## config.mk

```make
export PLATFORM = sky130hd
export DESIGN_NAME = axi_master128_cmd_flat
export DESIGN_NICKNAME = d
export VERILOG_FILES = /design/src/rtl/axi_master128_cmd_if.sv /design/src/rtl/axi_master128_cmd.sv /design/src/flat_wrapper.sv
export SDC_FILE = /design/constraint.sdc
export NUM_CORES = 1
export LEC_CHECK = 0
export BUFFER_PORTS_ARGS = -buffer_cell sky130_fd_sc_hd__buf_2
export CAP_MARGIN = 25
export CORE_AREA = 2 2 300 302
export DETAILED_ROUTE_END_ITERATION = 16
export DIE_AREA = 0 0 302 304
export PLACE_DENSITY_LB_ADDON = 0.08
export SYNTH_ARGS = -nofsm -noshare
export SYNTH_HDL_FRONTEND = slang
export SYNTH_SLANG_ARGS = --single-unit
```

## constraint.sdc

```tcl
create_clock -name pll_core_cpuclk -period 2.1 [get_ports pll_core_cpuclk]
set_input_delay 0.105 -clock pll_core_cpuclk [delete_from_list [all_inputs] [get_ports pll_core_cpuclk]]
set_output_delay 0.105 -clock pll_core_cpuclk [all_outputs]
set_load 0.01 [all_outputs]
```

## src/rtl/axi_master128_cmd_if.sv

```systemverilog
// rtl/axi_master128_cmd_if.sv - command, stream and AXI signal bundle for axi_master128_cmd
interface axi_master128_cmd_if;
  logic         cmd_valid, cmd_ready, cmd_write;
  logic [39:0]  cmd_addr;
  logic [7:0]   cmd_len;
  logic         wd_valid, wd_ready;
  logic [127:0] wd_data;
  logic [15:0]  wd_strb;
  logic         rd_valid, rd_ready, rd_last;
  logic [127:0] rd_data;
  logic         done_pulse, done_err;
  logic [39:0]  araddr_m0, awaddr_m0;
  logic [7:0]   arid_m0, arlen_m0, awid_m0, awlen_m0;
  logic [2:0]   arsize_m0, arprot_m0, awsize_m0, awprot_m0;
  logic [1:0]   arburst_m0, awburst_m0;
  logic [3:0]   arcache_m0, awcache_m0;
  logic         arvalid_m0, arready_m0, awvalid_m0, awready_m0;
  logic [127:0] wdata_m0, rdata_m0;
  logic [15:0]  wstrb_m0;
  logic [7:0]   wid_m0, bid_m0, rid_m0;
  logic         wlast_m0, wvalid_m0, wready_m0;
  logic [1:0]   bresp_m0, rresp_m0;
  logic         bvalid_m0, bready_m0, rlast_m0, rvalid_m0, rready_m0;

  modport master (
    input  cmd_valid, cmd_write, cmd_addr, cmd_len, output cmd_ready,
    input  wd_valid, wd_data, wd_strb, output wd_ready,
    input  rd_ready, output rd_valid, rd_data, rd_last,
    output done_pulse, done_err,
    output araddr_m0, arid_m0, arlen_m0, arsize_m0, arburst_m0, arcache_m0, arprot_m0, arvalid_m0,
    input  arready_m0,
    output awaddr_m0, awid_m0, awlen_m0, awsize_m0, awburst_m0, awcache_m0, awprot_m0, awvalid_m0,
    input  awready_m0,
    output wdata_m0, wstrb_m0, wid_m0, wlast_m0, wvalid_m0, input wready_m0,
    input  bid_m0, bresp_m0, bvalid_m0, output bready_m0,
    input  rdata_m0, rid_m0, rresp_m0, rlast_m0, rvalid_m0, output rready_m0
  );

  modport slave (
    output cmd_valid, cmd_write, cmd_addr, cmd_len, input cmd_ready,
    output wd_valid, wd_data, wd_strb, input wd_ready,
    output rd_ready, input rd_valid, rd_data, rd_last,
    input  done_pulse, done_err,
    input  araddr_m0, arid_m0, arlen_m0, arsize_m0, arburst_m0, arcache_m0, arprot_m0, arvalid_m0,
    output arready_m0,
    input  awaddr_m0, awid_m0, awlen_m0, awsize_m0, awburst_m0, awcache_m0, awprot_m0, awvalid_m0,
    output awready_m0,
    input  wdata_m0, wstrb_m0, wid_m0, wlast_m0, wvalid_m0, output wready_m0,
    output bid_m0, bresp_m0, bvalid_m0, input bready_m0,
    output rdata_m0, rid_m0, rresp_m0, rlast_m0, rvalid_m0, input rready_m0
  );
endinterface

```

## src/rtl/axi_master128_cmd.sv

```systemverilog
// rtl/axi_master128_cmd.sv - single-outstanding 128-bit AXI master turning commands into one INCR burst
// Define AXI_MASTER_4K_CHECK_EN to reject commands whose burst crosses a 4 KB boundary.
module axi_master128_cmd #(
  parameter logic [7:0] AXI_ID    = 8'h00,
  parameter logic [3:0] AXI_CACHE = 4'h3
) (
  input  logic                pll_core_cpuclk,
  input  logic                pad_cpu_rst_b,
  axi_master128_cmd_if.master bus
);
  typedef enum logic [2:0] {S_IDLE, S_AR, S_R, S_AW, S_W, S_B, S_DONE} state_t;

  state_t      state_q;
  logic [35:0] addr_q;
  logic [7:0]  len_q, cnt_q;
  logic        err_q, cmd_ready_q, arvalid_q, awvalid_q, bready_q;
  logic        done_pulse_q, done_err_q;

  logic is_last, r_hs, w_hs, r_err, b_err, cross_4k;
  logic unused_addr_lsbs;

  assign is_last = (cnt_q == len_q);
  assign r_hs    = (state_q == S_R) && bus.rvalid_m0 && bus.rd_ready;
  assign w_hs    = (state_q == S_W) && bus.wd_valid && bus.wready_m0;
  assign r_err   = (bus.rresp_m0 != 2'b00) || (bus.rid_m0 != AXI_ID) || (bus.rlast_m0 != is_last);
  assign b_err   = (bus.bresp_m0 != 2'b00) || (bus.bid_m0 != AXI_ID);
  assign unused_addr_lsbs = ^bus.cmd_addr[3:0];

`ifdef AXI_MASTER_4K_CHECK_EN
  assign cross_4k = ({1'b0, bus.cmd_addr[11:4]} + {1'b0, bus.cmd_len}) > 9'd255;
`else
  assign cross_4k = 1'b0;
`endif

  always_ff @(posedge pll_core_cpuclk or negedge pad_cpu_rst_b) begin
    if (!pad_cpu_rst_b) begin
      state_q      <= S_IDLE;
      addr_q       <= '0;
      len_q        <= '0;
      cnt_q        <= '0;
      err_q        <= 1'b0;
      cmd_ready_q  <= 1'b1;
      arvalid_q    <= 1'b0;
      awvalid_q    <= 1'b0;
      bready_q     <= 1'b0;
      done_pulse_q <= 1'b0;
      done_err_q   <= 1'b0;
    end else begin
      case (state_q)
        S_IDLE: if (bus.cmd_valid && cmd_ready_q) begin
          cmd_ready_q <= 1'b0;
          addr_q      <= bus.cmd_addr[39:4];
          len_q       <= bus.cmd_len;
          if (cross_4k) begin
            state_q      <= S_DONE;
            done_pulse_q <= 1'b1;
            done_err_q   <= 1'b1;
          end else if (bus.cmd_write) begin
            state_q   <= S_AW;
            awvalid_q <= 1'b1;
          end else begin
            state_q   <= S_AR;
            arvalid_q <= 1'b1;
          end
        end
        S_AR: if (bus.arready_m0) begin
          arvalid_q <= 1'b0;
          state_q   <= S_R;
        end
        S_R: if (r_hs) begin
          err_q <= err_q | r_err;
          if (is_last) begin
            state_q      <= S_DONE;
            done_pulse_q <= 1'b1;
            done_err_q   <= err_q | r_err;
          end else begin
            cnt_q <= cnt_q + 8'd1;
          end
        end
        S_AW: if (bus.awready_m0) begin
          awvalid_q <= 1'b0;
          state_q   <= S_W;
        end
        S_W: if (w_hs) begin
          if (is_last) begin
            state_q  <= S_B;
            bready_q <= 1'b1;
          end else begin
            cnt_q <= cnt_q + 8'd1;
          end
        end
        S_B: if (bus.bvalid_m0) begin
          bready_q     <= 1'b0;
          err_q        <= err_q | b_err;
          state_q      <= S_DONE;
          done_pulse_q <= 1'b1;
          done_err_q   <= err_q | b_err;
        end
        S_DONE: begin
          state_q      <= S_IDLE;
          done_pulse_q <= 1'b0;
          done_err_q   <= 1'b0;
          err_q        <= 1'b0;
          cnt_q        <= '0;
          cmd_ready_q  <= 1'b1;
        end
        default: state_q <= S_IDLE;
      endcase
    end
  end

  assign bus.cmd_ready  = cmd_ready_q;
  assign bus.done_pulse = done_pulse_q;
  assign bus.done_err   = done_err_q;

  // Address channels carry only registered fields, so payload is stable while valid.
  assign bus.araddr_m0  = {addr_q, 4'h0};
  assign bus.arid_m0    = AXI_ID;
  assign bus.arlen_m0   = len_q;
  assign bus.arsize_m0  = 3'b100;
  assign bus.arburst_m0 = 2'b01;
  assign bus.arcache_m0 = AXI_CACHE;
  assign bus.arprot_m0  = 3'b000;
  assign bus.arvalid_m0 = arvalid_q;
  assign bus.awaddr_m0  = {addr_q, 4'h0};
  assign bus.awid_m0    = AXI_ID;
  assign bus.awlen_m0   = len_q;
  assign bus.awsize_m0  = 3'b100;
  assign bus.awburst_m0 = 2'b01;
  assign bus.awcache_m0 = AXI_CACHE;
  assign bus.awprot_m0  = 3'b000;
  assign bus.awvalid_m0 = awvalid_q;

  // Data channels pass straight through, but only while the matching data state is active.
  assign bus.wdata_m0   = bus.wd_data;
  assign bus.wstrb_m0   = bus.wd_strb;
  assign bus.wid_m0     = AXI_ID;
  assign bus.wvalid_m0  = (state_q == S_W) && bus.wd_valid;
  assign bus.wd_ready   = (state_q == S_W) && bus.wready_m0;
  assign bus.wlast_m0   = (state_q == S_W) && is_last;
  assign bus.bready_m0  = bready_q;
  assign bus.rready_m0  = (state_q == S_R) && bus.rd_ready;
  assign bus.rd_valid   = (state_q == S_R) && bus.rvalid_m0;
  assign bus.rd_data    = bus.rdata_m0;
  assign bus.rd_last    = (state_q == S_R) && bus.rlast_m0;
endmodule

```

## src/flat_wrapper.sv

```systemverilog
// flat-port wrapper written by rule: the top's interface ports become plain ports
module axi_master128_cmd_flat 
#(
  parameter logic [7:0] AXI_ID    = 8'h00,
  parameter logic [3:0] AXI_CACHE = 4'h3
)
  (pll_core_cpuclk, pad_cpu_rst_b, bus_cmd_valid, bus_cmd_write, bus_cmd_addr, bus_cmd_len, bus_cmd_ready, bus_wd_valid, bus_wd_data, bus_wd_strb, bus_wd_ready, bus_rd_ready, bus_rd_valid, bus_rd_data, bus_rd_last, bus_done_pulse, bus_done_err, bus_araddr_m0, bus_arid_m0, bus_arlen_m0, bus_arsize_m0, bus_arburst_m0, bus_arcache_m0, bus_arprot_m0, bus_arvalid_m0, bus_arready_m0, bus_awaddr_m0, bus_awid_m0, bus_awlen_m0, bus_awsize_m0, bus_awburst_m0, bus_awcache_m0, bus_awprot_m0, bus_awvalid_m0, bus_awready_m0, bus_wdata_m0, bus_wstrb_m0, bus_wid_m0, bus_wlast_m0, bus_wvalid_m0, bus_wready_m0, bus_bid_m0, bus_bresp_m0, bus_bvalid_m0, bus_bready_m0, bus_rdata_m0, bus_rid_m0, bus_rresp_m0, bus_rlast_m0, bus_rvalid_m0, bus_rready_m0);
  axi_master128_cmd_if bus_i ();
  input  logic pll_core_cpuclk;
  input  logic pad_cpu_rst_b;
  input wire logic [$bits(bus_i.cmd_valid)-1:0] bus_cmd_valid;
  input wire logic [$bits(bus_i.cmd_write)-1:0] bus_cmd_write;
  input wire logic [$bits(bus_i.cmd_addr)-1:0] bus_cmd_addr;
  input wire logic [$bits(bus_i.cmd_len)-1:0] bus_cmd_len;
  output wire logic [$bits(bus_i.cmd_ready)-1:0] bus_cmd_ready;
  input wire logic [$bits(bus_i.wd_valid)-1:0] bus_wd_valid;
  input wire logic [$bits(bus_i.wd_data)-1:0] bus_wd_data;
  input wire logic [$bits(bus_i.wd_strb)-1:0] bus_wd_strb;
  output wire logic [$bits(bus_i.wd_ready)-1:0] bus_wd_ready;
  input wire logic [$bits(bus_i.rd_ready)-1:0] bus_rd_ready;
  output wire logic [$bits(bus_i.rd_valid)-1:0] bus_rd_valid;
  output wire logic [$bits(bus_i.rd_data)-1:0] bus_rd_data;
  output wire logic [$bits(bus_i.rd_last)-1:0] bus_rd_last;
  output wire logic [$bits(bus_i.done_pulse)-1:0] bus_done_pulse;
  output wire logic [$bits(bus_i.done_err)-1:0] bus_done_err;
  output wire logic [$bits(bus_i.araddr_m0)-1:0] bus_araddr_m0;
  output wire logic [$bits(bus_i.arid_m0)-1:0] bus_arid_m0;
  output wire logic [$bits(bus_i.arlen_m0)-1:0] bus_arlen_m0;
  output wire logic [$bits(bus_i.arsize_m0)-1:0] bus_arsize_m0;
  output wire logic [$bits(bus_i.arburst_m0)-1:0] bus_arburst_m0;
  output wire logic [$bits(bus_i.arcache_m0)-1:0] bus_arcache_m0;
  output wire logic [$bits(bus_i.arprot_m0)-1:0] bus_arprot_m0;
  output wire logic [$bits(bus_i.arvalid_m0)-1:0] bus_arvalid_m0;
  input wire logic [$bits(bus_i.arready_m0)-1:0] bus_arready_m0;
  output wire logic [$bits(bus_i.awaddr_m0)-1:0] bus_awaddr_m0;
  output wire logic [$bits(bus_i.awid_m0)-1:0] bus_awid_m0;
  output wire logic [$bits(bus_i.awlen_m0)-1:0] bus_awlen_m0;
  output wire logic [$bits(bus_i.awsize_m0)-1:0] bus_awsize_m0;
  output wire logic [$bits(bus_i.awburst_m0)-1:0] bus_awburst_m0;
  output wire logic [$bits(bus_i.awcache_m0)-1:0] bus_awcache_m0;
  output wire logic [$bits(bus_i.awprot_m0)-1:0] bus_awprot_m0;
  output wire logic [$bits(bus_i.awvalid_m0)-1:0] bus_awvalid_m0;
  input wire logic [$bits(bus_i.awready_m0)-1:0] bus_awready_m0;
  output wire logic [$bits(bus_i.wdata_m0)-1:0] bus_wdata_m0;
  output wire logic [$bits(bus_i.wstrb_m0)-1:0] bus_wstrb_m0;
  output wire logic [$bits(bus_i.wid_m0)-1:0] bus_wid_m0;
  output wire logic [$bits(bus_i.wlast_m0)-1:0] bus_wlast_m0;
  output wire logic [$bits(bus_i.wvalid_m0)-1:0] bus_wvalid_m0;
  input wire logic [$bits(bus_i.wready_m0)-1:0] bus_wready_m0;
  input wire logic [$bits(bus_i.bid_m0)-1:0] bus_bid_m0;
  input wire logic [$bits(bus_i.bresp_m0)-1:0] bus_bresp_m0;
  input wire logic [$bits(bus_i.bvalid_m0)-1:0] bus_bvalid_m0;
  output wire logic [$bits(bus_i.bready_m0)-1:0] bus_bready_m0;
  input wire logic [$bits(bus_i.rdata_m0)-1:0] bus_rdata_m0;
  input wire logic [$bits(bus_i.rid_m0)-1:0] bus_rid_m0;
  input wire logic [$bits(bus_i.rresp_m0)-1:0] bus_rresp_m0;
  input wire logic [$bits(bus_i.rlast_m0)-1:0] bus_rlast_m0;
  input wire logic [$bits(bus_i.rvalid_m0)-1:0] bus_rvalid_m0;
  output wire logic [$bits(bus_i.rready_m0)-1:0] bus_rready_m0;
  assign bus_i.cmd_valid = bus_cmd_valid;
  assign bus_i.cmd_write = bus_cmd_write;
  assign bus_i.cmd_addr = bus_cmd_addr;
  assign bus_i.cmd_len = bus_cmd_len;
  assign bus_cmd_ready = bus_i.cmd_ready;
  assign bus_i.wd_valid = bus_wd_valid;
  assign bus_i.wd_data = bus_wd_data;
  assign bus_i.wd_strb = bus_wd_strb;
  assign bus_wd_ready = bus_i.wd_ready;
  assign bus_i.rd_ready = bus_rd_ready;
  assign bus_rd_valid = bus_i.rd_valid;
  assign bus_rd_data = bus_i.rd_data;
  assign bus_rd_last = bus_i.rd_last;
  assign bus_done_pulse = bus_i.done_pulse;
  assign bus_done_err = bus_i.done_err;
  assign bus_araddr_m0 = bus_i.araddr_m0;
  assign bus_arid_m0 = bus_i.arid_m0;
  assign bus_arlen_m0 = bus_i.arlen_m0;
  assign bus_arsize_m0 = bus_i.arsize_m0;
  assign bus_arburst_m0 = bus_i.arburst_m0;
  assign bus_arcache_m0 = bus_i.arcache_m0;
  assign bus_arprot_m0 = bus_i.arprot_m0;
  assign bus_arvalid_m0 = bus_i.arvalid_m0;
  assign bus_i.arready_m0 = bus_arready_m0;
  assign bus_awaddr_m0 = bus_i.awaddr_m0;
  assign bus_awid_m0 = bus_i.awid_m0;
  assign bus_awlen_m0 = bus_i.awlen_m0;
  assign bus_awsize_m0 = bus_i.awsize_m0;
  assign bus_awburst_m0 = bus_i.awburst_m0;
  assign bus_awcache_m0 = bus_i.awcache_m0;
  assign bus_awprot_m0 = bus_i.awprot_m0;
  assign bus_awvalid_m0 = bus_i.awvalid_m0;
  assign bus_i.awready_m0 = bus_awready_m0;
  assign bus_wdata_m0 = bus_i.wdata_m0;
  assign bus_wstrb_m0 = bus_i.wstrb_m0;
  assign bus_wid_m0 = bus_i.wid_m0;
  assign bus_wlast_m0 = bus_i.wlast_m0;
  assign bus_wvalid_m0 = bus_i.wvalid_m0;
  assign bus_i.wready_m0 = bus_wready_m0;
  assign bus_i.bid_m0 = bus_bid_m0;
  assign bus_i.bresp_m0 = bus_bresp_m0;
  assign bus_i.bvalid_m0 = bus_bvalid_m0;
  assign bus_bready_m0 = bus_i.bready_m0;
  assign bus_i.rdata_m0 = bus_rdata_m0;
  assign bus_i.rid_m0 = bus_rid_m0;
  assign bus_i.rresp_m0 = bus_rresp_m0;
  assign bus_i.rlast_m0 = bus_rlast_m0;
  assign bus_i.rvalid_m0 = bus_rvalid_m0;
  assign bus_rready_m0 = bus_i.rready_m0;
  axi_master128_cmd #(.AXI_ID(AXI_ID), .AXI_CACHE(AXI_CACHE)) u_core (.pll_core_cpuclk(pll_core_cpuclk), .pad_cpu_rst_b(pad_cpu_rst_b), .bus(bus_i));
endmodule
```

# --- Word level (Yosys, flattened, before mapping) ---
# Index checks and enable logic that the tools add are counted.
totals:
  inputBits: 352
  reg_bits: 62
  word_cells: 101
  out_inout_bits: 428
op_classes:
  eq_ne: 18
  n_reduce_logical: 32
  n_mux: 37
  n_bitwise: 2
  add_sub_neg: 1
op_table:
  columns: ["op", "count"]
  rows:
  - ["$mux 3", 8]
  - ["$mux 8", 3]
  - ["$pmux 8 s3", 1]
  - ["$pmux 3 s6", 1]
  - ["$mux 1", 16]
  - ["$reduce_and 4->1", 4]
  - ["$reduce_bool 8->1", 2]
  - ["$reduce_bool 2->1", 6]
  - ["$ne 2x1->1 const B", 5]
  - ["$ne 2x2->1 const B", 5]
  - ["$eq 3x3->1 const B", 3]
  - ["$logic_and 1x1->1", 9]
  - ["$pmux 1 s3", 3]
  - ["$add 8x1->8 const B", 1]
  - ["$eq 8x8->1", 1]
  - ["$pmux 1 s2", 4]
  - ["$reduce_and 8->1", 1]
  - ["$eq 3x2->1 const B", 2]
  - ["$reduce_and 3->1", 2]
  - ["$reduce_bool 3->1", 2]
  - ["$reduce_and 2->1", 2]
  - ["$eq 3x1->1 const B", 1]
  - ["$logic_not 3->1", 1]
  - ["$logic_or 1x1->1", 3]
  - ["other kinds (3)", 4]

# --- Depth between registers and ports, before layout ---
# Gate-level depths: netlist (run 1).
depth:
  depth_word: 7
  mapped_depth: 7
  ltp_nobuf: 5

# --- Worst setup path after synthesis (run 1) ---
# OpenSTA, ideal clock, no wires.
synth_path:
  path_type: "reg-to-reg"
  start: "reg u_core.state_q[1]"
  end: "reg u_core.addr_q[11]"
  synth_period_minus_slack_ps: 1796
  setup_time_ps: 125
  required_time_ps: 1975
  arrival_time_ps: 1672
  slack_ps: 304
  n_path_buf: 2
  stages_incl_launch_ff: 5
  path_cell_list: "dfrtp_1 buf_2 nor4_4 buf_6 mux2_2"
synth_via:
  elab_chain_cells: 2
synth_rtl:
  columns: ["element", "line", "rtl"]
  rows:
  - ["start: declaration", "axi_master128_cmd.sv:13", "state_t state_q;"]
  - ["start signal: assignment", "axi_master128_cmd.sv:37", "state_q <= S_IDLE;"]
  - ["start signal: assignment", "axi_master128_cmd.sv:55", "state_q <= S_DONE;"]
  - ["start signal: assignment", "axi_master128_cmd.sv:59", "state_q <= S_AW;"]
  - ["$logic_not 3->1", "axi_master128_cmd.sv:49", "case (state_q)"]
  - ["$reduce_and 2->1 (no source line)", null, null]
  - ["end signal: assignment", "axi_master128_cmd.sv:52", "addr_q <= bus.cmd_addr[39:4];"]
  - ["end: declaration", "axi_master128_cmd.sv:14", "logic [35:0] addr_q;"]
# No other way between the ends.
# A chain may end at the register's enable or synchronous reset.

# --- Final worst setup path (run 1) ---
layout_path:
  start: "reg u_core.state_q[0]"
  end: "reg u_core.addr_q[17]"
# The elaborated chain is that of the path after synthesis.

==> results of run 1 <==
synth_stat cells (all sizes together) (2+ instances only):
master | number | share of area [%]
or4 | 3 | 0.39
o31ai | 5 | 0.66
a31oi | 4 | 0.44
a41oi | 2 | 0.31
conb | 2 | 0.13
o21ai | 7 | 0.68
a21oi | 6 | 0.53
nand2b | 3 | 0.33
or2 | 2 | 0.22
nor3 | 4 | 0.35
or3 | 2 | 0.22
clkbuf | 2 | 0.13
and4 | 2 | 0.31
nand4 | 4 | 0.44
mux2 | 45 | 8.9
nor4 | 7 | 1.1
nand3 | 3 | 0.26
inv | 6 | 0.39
nor3b | 4 | 0.70
mux2i | 3 | 0.53
o211ai | 2 | 0.26
buf | 380 | 50
nand2 | 16 | 1.1
a22o | 2 | 0.31
xnor2 | 8 | 1.2
nor2 | 6 | 0.39
dfrtp | 61 | 27
and2 | 6 | 0.66
metal layers:
metal / routed length [um] / up-vias / global-route usage, %
li1: - / 1447 / -
met1: 9440 / 1593 / 5.82
met2: 9440 / 379 / 6.71
met3: 3890 / 153 / 3.61
met4: 1830 / 4 / 4.47
met5: 21 / - / 0.159
power by group through the flow:
stage / Clock (mW) / Combinational (mW) / Sequential (mW)
after floorplan: 0 / 2.96 / 2.48
after global placement: 0 / 4.21 / 2.42
after detailed placement: 0 / 4.15 / 2.41
after CTS: 2.08 / 4.22 / 2.42
after global routing: 2.11 / 4.56 / 2.53
final: 1.96 / 4.14 / 2.39
worst max-delay path, stage by stage (launching register included):
cell	delay (ps)
dfrtp_1	460
buf_4	220
nor4_4	360
buf_4	380
mux2_2	380
worst paths after layout:
kind / from / endpoint / slack, ps / depth (start not counted)
worst min register to register: u_core.bus.cmd_ready / u_core.bus.cmd_ready / 500 / 2
min in group asynchronous: pad_cpu_rst_b / u_core.addr_q[12] / 210 / 2
worst max register to register: u_core.state_q[0] / u_core.addr_q[17] / 170 / 4
worst max-delay path: u_core.state_q[0] / u_core.addr_q[17] / 170 / 4
worst min-delay path: bus_bvalid_m0 / u_core.bus.bready_m0 / 100 / 4
max in group asynchronous: pad_cpu_rst_b / u_core.addr_q[11] / 1270 / 3
flip-flops by register name, indices dropped and copies added (netlist names):
name,count
u_core.bus.done_err,1
u_core.cnt_q,8
u_core.err_q,1
u_core.bus.arlen_m0,8
u_core.bus.awvalid_m0,1
u_core.state_q,3
u_core.bus.arvalid_m0,1
u_core.bus.cmd_ready,1
u_core.bus.done_pulse,1
u_core.bus.bready_m0,1
u_core.addr_q,36
stage by stage:
stage          power (mW)  std cells  utilization (%)
3_3_place_gp         6.64       1667             6.37
4_1_cts              8.72       1730             7.30
6_report             8.48       1734             7.37
3_5_place_dp         6.55       1667             6.37
5_1_grt              9.20       1732             7.36
2_1_floorplan        5.43        663                -
repair_timing:
item	CTS	global route
endpoints found under the hold margin	69	0
gates resized for setup	1	9
cloned	0	0
pin swaps	0	0
hold buffers	47	0
endpoints found under the setup margin	1	6
cells by family (layout without fill, tap and decap cells):
group	after synthesis	count (layout)	synth area share [%]
AO/OA/AOI/OAI	35	35	4.19
multiplexers	48	48	9.40
flip-flops	62	62	27.2
other	2	60	0.132
adder cells (fa/ha/maj)	1	1	0.219
buffers and inverters	388	279	50.7
AND/OR/NAND/NOR	65	65	6.88
XOR/XNOR	8	8	1.23
cell type report:
cell class                 count  area, um^2
fill                       10438       82500
timing repair buffer         257        1640
sequential                    62        1550
multi-input combinational    213        1510
tap                         1176        1470
clock buffer                  11         253
clock inverter                 5         105
inverter                       6        22.5
antenna                        4        10.0
==> impl_metrics.env, run 1 <==
export IMPL_timing_final_ws_setup_ps=168
export IMPL_die_h_um=304
export IMPL_grt_pass1_vias=3893
export IMPL_syn_inst=609
export IMPL_area_growth_pct=15.0
export IMPL_ys_flop_type="dfrtp_1"
export IMPL_grt_antenna_before_repair=8
export IMPL_place_area_um2=5670
export IMPL_drive_gt1_share_pct=50.9
export IMPL_holdWs_ps=104
export IMPL_die_w_um=302
export IMPL_report_final_setup_viol=0
export IMPL_layout_common_cells="buf_2, dfrtp_1, conb_1"
export IMPL_finalWorstPathRequiredPeriod_ps=1930
export IMPL_dp_slack_ps=128
export IMPL_grt_first_pass_wirelength_um=32400
export IMPL_gp_congestion=0.605
export IMPL_grt_total_usage_pct=5.27
export IMPL_numPortBuffers=175
export IMPL_final_nets=902
export IMPL_clk_pin_slew_worst_paths_ps=60
export IMPL_crit_fanout=19
export IMPL_via_count=3576
export IMPL_arrival_ps=2190
export IMPL_swShare_pct=40.7
export IMPL_design_area_um2=6560
export IMPL_clockBufferDepth=2
export IMPL_status="finished, final reports clean"
export IMPL_fmax_mhz=518
export IMPL_synth_distinct_cells=48
export IMPL_dp_hpwl_um=20400
export IMPL_power_frac_comb_pct=48.8
export IMPL_drv_cap=0
export IMPL_cts_htree_levels=3
export IMPL_clock_latency_ps=370
export IMPL_ir_drop_uv=448
export IMPL_netSwitchingPower_mw=3.45
export IMPL_initial_core_util_pct=6.41
export IMPL_startpoint_type="flip-flop"
export IMPL_syn_area_um2=5710
export IMPL_cts_root_buffer="clkbuf_16"
export IMPL_syn_area_per_cell_um2=9.37
export IMPL_wire_per_inst_um=14.2
export IMPL_timing_final_hold_violations=0
export IMPL_dieArea_um2=91800
export IMPL_ys_async_sr_fraction_pct=100
export IMPL_worstSetupPathType="flip-flop to flip-flop"
export IMPL_overflow=0
export IMPL_seq_area_frac_synth_pct=27.2
export IMPL_hp_class="input port to flip-flop"
export IMPL_io_pins=780
export IMPL_p_int_mw=5.03
export IMPL_avgViaCountPerCell=2.06
export IMPL_antenna_left=0
export IMPL_cp_data_required_time_ps=2360
export IMPL_powerDensity_nw_per_um2=1290
export IMPL_slew_violations=0
export IMPL_seqPwrFrac_pct=28.1
export IMPL_p_leak_nw=2.63
export IMPL_coreArea_um2=89000
export IMPL_totalWireLength_um=24600
export IMPL_drc=0
export IMPL_clock_skew_ps=6.98
export IMPL_cts_buffers=9
export IMPL_post_cts_buffers=0
export IMPL_finalSetupTns_ps=0
export IMPL_fin_crit_sh_pct=92.0
export IMPL_grt_max_degree=28
export IMPL_synth_edf_count=0
export IMPL_row_count=110
export IMPL_initialDrtViolationCount=102
export IMPL_final_common_cell="buf_2"
export IMPL_cts_tree="yes"
export IMPL_synth_warnings=0
export IMPL_clkPwrFrac_pct=23.0
export IMPL_ys_seq_elements=62
export IMPL_rsz0062_at_grt="no"
export IMPL_endpoint_kind="flip-flop"
export IMPL_cts_num_sinks=62
export IMPL_dr_pass1_iters=4
No activity file was read; power rests on OpenSTA's default activity.
==> run 2, diff against run 1 <==
==> constraint.sdc (replaced) <==
create_clock -name pll_core_cpuclk -period 1.9 [get_ports pll_core_cpuclk]
set_input_delay 0.095 -clock pll_core_cpuclk [delete_from_list [all_inputs] [get_ports pll_core_cpuclk]]
set_output_delay 0.095 -clock pll_core_cpuclk [all_outputs]
set_load 0.01 [all_outputs]
==> run 2 against run 1 <==
- final cell count increased by 0.35%
- flip-flop and latch count unchanged
- worst setup slack got worse by 100 ps
- routed wire length increased by 1.8%
- highest routed layer unchanged
- clock power about the same
- clock-buffer cell count decreased by 2
- sequential power increased by 9.2%
- die area unchanged
- first-iteration DRC count decreased by 9.8%
- critical path depth increased by 2
- via count increased by 0.22%
==> impl_metrics.env, run 2 (synthesized netlist as in run 1, its figures left out) <==
export IMPL_fin_crit_sh_pct=96.4
export IMPL_timing_final_hold_violations=0
export IMPL_clock_latency_ps=370
export IMPL_endpoint_kind="flip-flop"
export IMPL_ir_drop_uv=447
export IMPL_avgViaCountPerCell=2.06
export IMPL_r2r_start="u_core.state_q[0]"
export IMPL_grt_antenna_before_repair=7
export IMPL_final_cells=1740
export IMPL_gp_congestion=0.600
export IMPL_holdPathStages=2
export IMPL_initial_core_util_pct=6.41
export IMPL_rrSetupSlack_ps=70
export IMPL_powerDensity_nw_per_um2=1390
export IMPL_reg2reg_depth=6
export IMPL_cts_num_sinks=62
export IMPL_final_nets=909
export IMPL_rsz0062_at_grt="yes"
export IMPL_finalWorstPathRequiredPeriod_ps=1830
export IMPL_io_pins=780
export IMPL_clockBufferDepth=2
export IMPL_drive_gt1_share_pct=53.6
export IMPL_area_growth_pct=17.0
export IMPL_die_w_um=302
export IMPL_min_to="u_core.bus.awvalid_m0"
export IMPL_grt_pass1_vias=3744
export IMPL_finalPower_mw=9.30
export IMPL_clk_pin_slew_worst_paths_ps=70
export IMPL_design_area_um2=6680
export IMPL_drv_cap=0
export IMPL_status="finished, final reports clean"
export IMPL_hold_start="bus_awready_m0"
export IMPL_p_leak_nw=2.67
export IMPL_r2r_end="u_core.cnt_q[2]"
export IMPL_fin_util_pct=7.50
export IMPL_cts_root_buffer="clkbuf_16"
export IMPL_dp_cells=1672
export IMPL_finalSetupTns_ps=0
export IMPL_grt_max_degree=28
export IMPL_grt_total_usage_pct=5.26
export IMPL_initialDrtViolationCount=92
export IMPL_cts_htree_levels=3
export IMPL_dp_hpwl_um=20600
export IMPL_worstSetupPathType="flip-flop to flip-flop"
export IMPL_layout_common_cells="buf_2, dfrtp_1, conb_1"
export IMPL_max_flop_register="u_core.addr_q"
export IMPL_antenna_left=0
export IMPL_cts_tree="yes"
export IMPL_drc=0
export IMPL_cp_data_required_time_ps=2210
export IMPL_holdWs_ps=35.5
export IMPL_via_count=3584
export IMPL_slew_violations=0
export IMPL_numPortBuffers=175
export IMPL_clock_skew_ps=12.2
export IMPL_hp_class="input port to flip-flop"
export IMPL_timing_final_ws_setup_ps=68.6
export IMPL_cts_buffers=9
export IMPL_die_h_um=304
export IMPL_crit_fanout=6
export IMPL_row_count=110
export IMPL_dp_slack_ps=11.9
export IMPL_wire_per_inst_um=14.4
export IMPL_overflow=0
export IMPL_place_area_um2=5770
export IMPL_dr_pass1_iters=4
export IMPL_largest_reg_flops=36
export IMPL_totalWireLength_um=25100
export IMPL_final_common_cell="buf_2"
export IMPL_fmax_mhz=546
export IMPL_coreArea_um2=89000
export IMPL_startpoint_type="flip-flop"
export IMPL_report_final_setup_viol=0
export IMPL_dieArea_um2=91800
export IMPL_grt_first_pass_wirelength_um=32200
export IMPL_arrival_ps=2140
run 2: cell types whose count changed in the layout (fill, tap and decap cells not counted), moves of 2 or more:
cell      before  now
buf_12         2    7
clkbuf_8       2    0
nor2_4         0    2
dfrtp_2        0    4
nor2_1         6    4
buf_4         34   37
dfrtp_1       61   57
run 2: final cells by class:
type,count,area (um^2)
Antenna cell,4,10.0
Clock inverter,6,87.6
Multi-Input combinational cell,213,1550
Inverter,6,22.5
Timing Repair Buffer,264,1760
Fill cell,10399,82400
Sequential cell,62,1560
Tap cell,1176,1470
Clock buffer,9,225
run 2: power breakdown:
| part | total, mW | internal (mW) | switching (mW) |
|---|---|---|---|
| sequential | 2.61 | 2.00 | 0.616 |
| clock | 1.93 | 1.14 | 0.785 |
| combinational | 4.77 | 2.30 | 2.46 |
run 2: worst max path at each step:
stage | from | to | slack, ps | cells after the start
after global placement | u_core.state_q[0] | u_core.bus.done_err | 10 | 6
after floorplan | u_core.state_q[1] | u_core.addr_q[11] | 100 | 4
after detailed placement | u_core.state_q[0] | u_core.cnt_q[1] | 10 | 5
after global routing | u_core.state_q[0] | u_core.cnt_q[4] | -8 | 5
final | u_core.state_q[0] | u_core.cnt_q[2] | 70 | 6
after CTS | u_core.state_q[0] | u_core.cnt_q[1] | 20 | 5
run 2: worst max-delay path: stages, from the launching register on:
cell and delay (ps):
dfrtp_2 440, nor3b_2 340, or2_1 200, o21ai_2 110
buf_4 170, or4_1 400, nand3_1 100
run 2: timing repair:
action	CTS	global route
hold buffers	46	0
endpoints found under the setup margin	1	10
gates resized for setup	17	8
pin swaps	0	4
hold endpoints to repair	70	0
buffers inserted	0	3
run 2: per-layer routing:
layer / GRT usage (%) / up-vias / share of wire [%]
met5: 1.27 / - / 0.83
met4: 4.11 / 12 / 7.3
met3: 4.68 / 153 / 19
met2: 6.80 / 378 / 39
met1: 5.13 / 1576 / 34
li1: - / 1465 / -
